[src/rtl/cordic_pkg.sv]
// Shared CORDIC definitions: control-state encoding and direction bit encoding
// used by both the z accumulator stage and the x/y rotation stage.
package cordic_pkg;

  typedef enum logic [1:0] {
    IDLE   = 2'd0,
    ROTATE = 2'd1,
    DONE   = 2'd2
  } cordic_state_t;

  localparam int CORDIC_BIT_WIDTH = 8;

  // Direction bit as produced by the z stage: 1 when residual angle z >= 0.
  localparam logic DIR_POS = 1'b1;
  localparam logic DIR_NEG = 1'b0;

endpackage

[src/rtl/cordic_xy_iter.sv]
// One combinational CORDIC micro-rotation: x' = x - s*(y>>>i), y' = y + s*(x>>>i).
// Sums wrap modulo 2^BIT_WIDTH by construction of the fixed-width adders.
module cordic_xy_iter
  import cordic_pkg::*;
#(
  parameter int BIT_WIDTH = CORDIC_BIT_WIDTH,
  parameter int SHIFT_W   = 3
) (
  input  logic signed [BIT_WIDTH-1:0] x_i,
  input  logic signed [BIT_WIDTH-1:0] y_i,
  input  logic        [SHIFT_W-1:0]   shift_i,
  input  logic                        sigma_i,
  output logic signed [BIT_WIDTH-1:0] x_o,
  output logic signed [BIT_WIDTH-1:0] y_o
);

  logic signed [BIT_WIDTH-1:0] x_sh;
  logic signed [BIT_WIDTH-1:0] y_sh;

  // Arithmetic shifts keep the sign, so negative values floor toward -inf.
  assign x_sh = x_i >>> shift_i;
  assign y_sh = y_i >>> shift_i;

  always_comb begin
    x_o = x_i;
    y_o = y_i;
    if (sigma_i == DIR_POS) begin
      x_o = x_i - y_sh;
      y_o = y_i + x_sh;
    end else begin
      x_o = x_i + y_sh;
      y_o = y_i - x_sh;
    end
  end

endmodule

[src/rtl/cordic_xy_rot.sv]
// Iterative x/y rotation stage of the CORDIC engine. Applies NUM_ITER shift-add
// micro-rotations steered by dir_in, then presents the un-normalised vector with a done strobe.
module cordic_xy_rot
  import cordic_pkg::*;
#(
  parameter int BIT_WIDTH = CORDIC_BIT_WIDTH,
  parameter int NUM_ITER  = 6
) (
  input  logic                               clk,
  input  logic                               rst,
  input  logic                               start,
  input  logic [BIT_WIDTH-1:0]               x_in,
  input  logic [BIT_WIDTH-1:0]               y_in,
  input  logic                               dir_in,
  output logic [$clog2(NUM_ITER+1)-1:0]      iter_idx,
  output logic                               busy,
  output logic                               done,
  output logic [BIT_WIDTH-1:0]               x_out,
  output logic [BIT_WIDTH-1:0]               y_out,
  output logic [1:0]                         state_dbg
);

  localparam int ITER_W = $clog2(NUM_ITER + 1);
  localparam logic [ITER_W-1:0] LAST_ITER = ITER_W'(NUM_ITER - 1);

  cordic_state_t state_q, state_d;

  logic signed [BIT_WIDTH-1:0] x_q, y_q;
  logic signed [BIT_WIDTH-1:0] x_nxt, y_nxt;
  logic        [BIT_WIDTH-1:0] x_out_q, y_out_q;
  logic        [ITER_W-1:0]    iter_q;
  logic                        load;
  logic                        step;
  logic                        last_step;

  cordic_xy_iter #(
    .BIT_WIDTH (BIT_WIDTH),
    .SHIFT_W   (ITER_W)
  ) u_iter (
    .x_i     (x_q),
    .y_i     (y_q),
    .shift_i (iter_q),
    .sigma_i (dir_in),
    .x_o     (x_nxt),
    .y_o     (y_nxt)
  );

  // start is only honoured in IDLE/DONE; in ROTATE the operation runs to completion.
  always_comb begin
    state_d   = state_q;
    load      = 1'b0;
    step      = 1'b0;
    last_step = 1'b0;
    case (state_q)
      IDLE: begin
        if (start) begin
          state_d = ROTATE;
          load    = 1'b1;
        end
      end
      ROTATE: begin
        step = 1'b1;
        if (iter_q == LAST_ITER) begin
          state_d   = DONE;
          last_step = 1'b1;
        end
      end
      DONE: begin
        if (start) begin
          state_d = ROTATE;
          load    = 1'b1;
        end else begin
          state_d = IDLE;
        end
      end
      default: state_d = IDLE;
    endcase
  end

  always_ff @(posedge clk) begin
    if (rst) begin
      state_q <= IDLE;
      x_q     <= '0;
      y_q     <= '0;
      iter_q  <= '0;
      x_out_q <= '0;
      y_out_q <= '0;
    end else begin
      state_q <= state_d;
      if (load) begin
        x_q    <= x_in;
        y_q    <= y_in;
        iter_q <= '0;
      end else if (step) begin
        x_q    <= x_nxt;
        y_q    <= y_nxt;
        iter_q <= iter_q + ITER_W'(1);
      end
      // Result registers only move on DONE entry so the previous answer stays
      // visible while a back-to-back operation is rotating.
      if (last_step) begin
        x_out_q <= x_nxt;
        y_out_q <= y_nxt;
      end
    end
  end

  assign iter_idx  = iter_q;
  assign busy      = (state_q == ROTATE);
  assign done      = (state_q == DONE);
  assign x_out     = x_out_q;
  assign y_out     = y_out_q;
  assign state_dbg = state_q;

endmodule

[config.mk]
export PLATFORM = sky130hd
export DESIGN_NAME = cordic_xy_rot
export DESIGN_NICKNAME = d
export VERILOG_FILES = /design/src/rtl/cordic_pkg.sv /design/src/rtl/cordic_xy_iter.sv /design/src/rtl/cordic_xy_rot.sv
export SDC_FILE = /design/constraint.sdc
export NUM_CORES = 1
export LEC_CHECK = 0
export CAP_MARGIN = 20
export CORE_AREA = 2 2 96 98
export CTS_BUF_LIST = sky130_fd_sc_hd__clkbuf_4 sky130_fd_sc_hd__clkbuf_8
export DETAILED_ROUTE_END_ITERATION = 10
export DIE_AREA = 0 0 98 100
export PLACE_DENSITY_LB_ADDON = 0.08
export SETUP_SLACK_MARGIN = 0.5
export SKIP_CTS_REPAIR_TIMING = 1
export SLEW_MARGIN = 20
export SYNTH_ARGS = -nofsm -noshare
export SYNTH_HDL_FRONTEND = slang
export SYNTH_SLANG_ARGS = --single-unit
export TNS_END_PERCENT = 1
[constraint.sdc]
create_clock -name clk -period 9.5 [get_ports clk]
set_clock_uncertainty 0.15 [all_clocks]
set_input_delay 0.95 -clock clk [delete_from_list [all_inputs] [get_ports clk]]
set_output_delay 0.95 -clock clk [all_outputs]
set_load 0.005 [all_outputs]
; ---- Word-level counts from Yosys, hierarchy flattened
; Index checks and enable logic that the tools add are counted.
[totals]
register_bits = 37
inputBits = 20
out_inout_bits = 23
wordCells = 38
[op_classes]
addsub = 5
eq_ne = 5
shift = 2
muxes = 15
reduce_logical = 5
[ops]
columns = operator, n
row1 = two-way mux 8 bit, 6
row2 = adder 8 bit, 2
row3 = >>> shifter 8 x 3 -> 8 bit, 2
row4 = subtractor 8 bit, 2
row5 = two-way mux 1 bit, 6
row6 = case mux 2 bit (3 select lines), 1
row7 = two-way mux 2 bit, 2
row8 = OR reduction 2 bit, 2
row9 = "adder 3 x 1 -> 3 bit, second input constant", 1
row10 = "== test 3 bit, second input constant", 1
row11 = "== test 2 x 1 -> 1 bit, second input constant", 1
row12 = "== test 2 bit, second input constant", 1
row13 = logical NOT 2 bit, 1
row14 = "inequality test 2 x 1 -> 1 bit, second input constant", 1
row15 = "inequality test 2 bit, second input constant", 1
row16 = AND reduction 2 bit, 1
row17 = nonzero test 2 bit, 1

; ---- Longest topological paths before layout
[logic_depth]
word_depth = 5
mapped_depth = 19
mapped_depth_nobuf = 17

; ---- Hierarchy
; A second synthesis with hierarchy kept.
[hier_totals]
cells_unflattened = 342
area_unflattened_um2 = 2967.8
[modules_own_cells]
columns = mod, n_inst, cells_each, area_each_um2, seq_area_each_um2
row1 = cordic_xy_rot, 1, 170, 1506.4, 740.7
row2 = cordic_xy_iter, 1, 172, 1461.4, 0.0

; ---- Worst setup path before layout
; OpenSTA, ideal clock, no wires.
[synth_path]
kind = flip-flop to flip-flop
start = register iter_q[2], in the netlist iter_idx[2]
end = register y_out_q[7], in the netlist y_out[7]
setup_ps = 132
arrival_time_ps = 3753
required_ps = 9218
setup_slack_ps = 5464
path_stages_with_launch = 17
path_buffers = 4
period_less_slack_ps = 4036
path_cell_list = dfxtp_1 > clkbuf_1 > clkbuf_1 > buf_1 > clkbuf_1 > o21ai_0 > ha_1 > nor2_1 > a21oi_1 > ha_1 > a21o_1 > a21oi_1 > o21ai_0 > o41ai_1 > xnor3_1 > nor2_1 > nor3_1
[synth_via]
elab_chain_len = 3
elab_cells_between_ends = 7
cone_classes = 2 x add/sub / 1 x eq/ne / 1 x shift / 3 x mux
[synth_lines]
columns = element, line
row1 = from (decl), cordic_xy_rot.sv:31  ; logic [ITER_W-1:0] iter_q;
row2 = from (signal assigned), cordic_xy_rot.sv:97  ; iter_q <= iter_q + ITER_W'(1);
row3 = >>> shifter 8 x 3 -> 8 bit / == test 3 bit (equally long branches), "cordic_xy_iter.sv:21, cordic_xy_rot.sv:63"
row4 = subtractor 8 bit (tied with other cells), cordic_xy_iter.sv:32  ; y_o = y_i - x_sh;
row5 = two-way mux 8 bit / two-way mux 1 bit (equally long branches), "cordic_xy_iter.sv:27, cordic_xy_rot.sv:54"
row6 = to (signal assigned), cordic_xy_rot.sv:103  ; y_out_q <= y_nxt;
row7 = to (decl), cordic_xy_rot.sv:30  ; logic [BIT_WIDTH-1:0] x_out_q, y_out_q;
; Several ways; a longest one is shown, not always the timed one.
; A chain may end at the register's enable or synchronous reset.

; ---- Worst setup path in the final report
[layout_path]
start = register iter_q[1], in the netlist iter_idx[1]
end = register y_q[7]
[layout_via]
elab_chain_len = 5
elab_cells_between_ends = 6
cone_classes = 2 x add/sub / 1 x shift / 3 x mux
[layout_lines]
columns = element, line
row1 = >>> shifter 8 x 3 -> 8 bit (*), cordic_xy_iter.sv:21  ; assign x_sh = x_i >>> shift_i;
row2 = subtractor 8 bit / adder 8 bit (equally long branches), "cordic_xy_iter.sv:32, cordic_xy_iter.sv:29"
row3 = two-way mux 8 bit (*), cordic_xy_iter.sv:27  ; if (sigma_i == DIR_POS) begin
row4 = two-way mux 8 bit (*), cordic_xy_rot.sv:94  ; end else if (step) begin
row5 = two-way mux 8 bit (*), cordic_xy_rot.sv:90  ; if (load) begin
row6 = to (signal assigned), cordic_xy_rot.sv:92  ; y_q <= y_in;
row7 = to (signal assigned), cordic_xy_rot.sv:96  ; y_q <= y_nxt;
row8 = to (decl), cordic_xy_rot.sv:28  ; logic signed [BIT_WIDTH-1:0] x_q, y_q;
; Mark *: on every way between the ends. The rest lies on a longest branch, timed or not. The select of a mux whose other input is x is not followed.

==> reports/summary.txt <==
status: finished, final reports clean
Synth Area per Inst: 7.88 um^2
Worst IR Drop VDD: 0.0000900 V
Design Power: 673 uW
top achievable clock speed: 227 MHz
CP endpoint kind: flop
global-route wire length before repair: 13800 um
Post-DP HPWL: 6300 um
ys flop type: dfxtp_1
Core Region: 8890 um^2
H-tree level count: 2
Via Count: 2696
initial antenna violation count: 0
ANT cells: 0
wire length on met2: 3580 um
Longest Clk Path Bufs: 2
final hold vios: 0
crit path max fanout: 30
P per Cell Area: 189 nW/um^2
Synth Register Bits: 37
final RePlAce weighted congestion: 0.790
CP max stage delay: 1.01 ns
mapped cell area: 2960 um^2
CTS buffer count: 5
FP Rows: 35
synthesis-to-finish area growth: 20.2%
leading area contributor after synthesis: dfxtp_1
fin. max-slew vios: 0
clk sinks: 37
wire length on met3: 276 um
post-synth top area share: 25.0%
clk_lat worst skew: 0.29 ns
largest net degree at the start of global routing: 38
die width: 98 um
Via density: 5.22
CP Launch Type: flop
Mapped Nets: 416
register area share after synthesis: 25.0%
top layer in use: met4
Crit Path Category: flop to flop
Crit-path slowest cell: dfxtp_1
final setup vio count: 0
# DRC: 0
Iter 0 DRT Violations: 93
share of post-route cells with drive strength above 1: 7.65%
Most common cell on crit path: o21ai_0
fin crit period: 4.40 ns
ANT nets after route: 0
I/O pin count: 43
die footprint: 9800 um^2
number of max-cap violations: 0
average wire per standard cell: 16.3 um
vias in the first global route: 2547
Cell Chain, Critical Path: mux2_2 -> o21ai_0 -> nand2_1 -> o21ai_0 -> ha_1 -> nor2_1 -> a21oi_1 -> ha_1 -> a21o_1 -> a21oi_1 -> o21ai_0 -> o41ai_1 -> xnor3_1 -> nor2_1 -> nor3_1
LEAKAGE: 1.36 nW
synth unique cells: 48
Die Ht: 100 um
Post-synth EDFFs: 0
Total GRT Usage: 17.6%
ys async rst share: 0%
GRT Residual Overflow: 0
hold crit path type: flop to flop
Worst Tran Pin Value: 1.04 ns
RSZ-0062 raised after global routing: false
CTS tree: done
CP required: 9.51 ns
Initial Util: 33.3%
CTS clock-pin slew for the worst setup and hold paths: 0.09 ns
Setup TNS Final: 0 ns
nets: 444
Root Buffer: clkbuf_8
routed wire length: 8420 um
Synth Instances: 376
normalized max-slew margin: 30.9%
Area contributors post-synth: dfxtp_1, ha_1, a21oi_1, mux2i_1, nor2_1
met1 WL: 4500 um
port bufs: 42
drt pass-1 iters: 4
arrival time worst endpoint: 4.41 ns
Tcrit/Tclk final: 46.3%
Ys Warns: 0
flip-flops by register name, summed over array words and instances (netlist names):
| name | count |
|---|---|
| state_dbg | 2 |
| iter_idx | 3 |
| x_out | 8 |
| y_q | 8 |
| y_out | 8 |
| x_q | 8 |
cell type report:
class,count,area (um^2)
fillers,941,5330
clock inverters,2,38.8
repair buffers,47,458
multi-input cells,300,2060
well taps,111,139
flip-flops and latches,37,741
inverters,13,48.8
clock buffers,6,76.3
cells in the mapped netlist, types with 4 or more instances:
cell and number:
a211oi_1 13, a21oi_1 36, a22oi_1 4, buf_1 6, clkbuf_1 15, dfxtp_1 37, ha_1 18, inv_1 11
mux2_2 7, mux2i_1 18, mux4_2 4, nand2_1 41, nand2b_1 4, nor2_1 48, nor2b_1 10, nor3_1 14
o21ai_0 18, o21bai_1 5, xnor2_1 16, xor2_1 7
worst paths after layout:
kind                                  from               endpoint  slack [ns]  depth (start not counted)
hold reg to reg      x_out[4]$_SDFFE_PP0P_  x_out[4]$_SDFFE_PP0P_        0.31                          2
setup / recovery  iter_idx[1]$_SDFFE_PP0P_    y_q[7]$_SDFFE_PP0P_        5.10                         15
setup reg to reg  iter_idx[1]$_SDFFE_PP0P_    y_q[7]$_SDFFE_PP0P_        5.10                         15
hold / removal       x_out[4]$_SDFFE_PP0P_  x_out[4]$_SDFFE_PP0P_        0.31                          2
stage by stage:
stage	utilization, %	instances	hold slack [ns]	setup slack (ns)	cell area (um^2)
after floorplan	-	376	0.301	5.46	2960
after global placement	38.8	508	0.296	5.27	3450
after detailed placement	38.8	508	0.298	5.15	3450
after CTS	40.1	516	0.310	5.11	3560
after global routing	40.1	516	0.330	4.77	3560
final	40.1	516	0.306	5.10	3560
where the power goes:
| part | internal, mW | switching (mW) |
|---|---|---|
| Sequential | 0.167 | 0.0280 |
| Clock | 0.0818 | 0.0617 |
| Combinational | 0.151 | 0.183 |
| Total | 0.400 | 0.273 |
routing by layer:
metal | up-vias | GRT usage (%)
met1 | 1260 | 27.4
met4 | 0 | 3.95
met3 | 5 | 2.30
li1 | 1386 | -
met5 | - | 0
met2 | 45 | 25.6
layout by cell type (no fill, tap or decap), types with 5 or more instances in the layout:
cell	netlist	routed
ha_1	18	18
o21ai_0	18	18
clkdlybuf4s50_1	0	42
a211oi_1	13	13
clkbuf_8	0	5
nor2b_1	10	9
nor2_1	48	48
o21bai_1	5	5
xor2_1	7	7
buf_4	0	5
nor3_1	14	14
mux2_2	7	7
a21oi_1	36	36
dfxtp_1	37	37
inv_1	11	11
mux2i_1	18	18
nand2_1	41	41
xnor2_1	16	16
worst max-delay path: cells and delay by family, from the launching register on:
family / cells / cell delay [ns]
compound gates: 7 / 1.32
xor+xnor: 1 / 0.40
fa+ha+maj: 2 / 0.62
flops: 1 / 1.01
mux: 1 / 0.43
simple gates: 4 / 0.31
cells by family after synthesis:
logic type	count (synthesis)	share of synthesized area [%]
multiplexers	30	12.7
XOR/XNOR	25	8.10
buffers and inverters	39	5.57
adder cells (fa/ha/maj)	20	8.95
AO/OA/AOI/OAI	96	20.4
AND/OR/NAND/NOR	129	19.3
flip-flops	37	25.0
(Power assumes the default switching activity.)
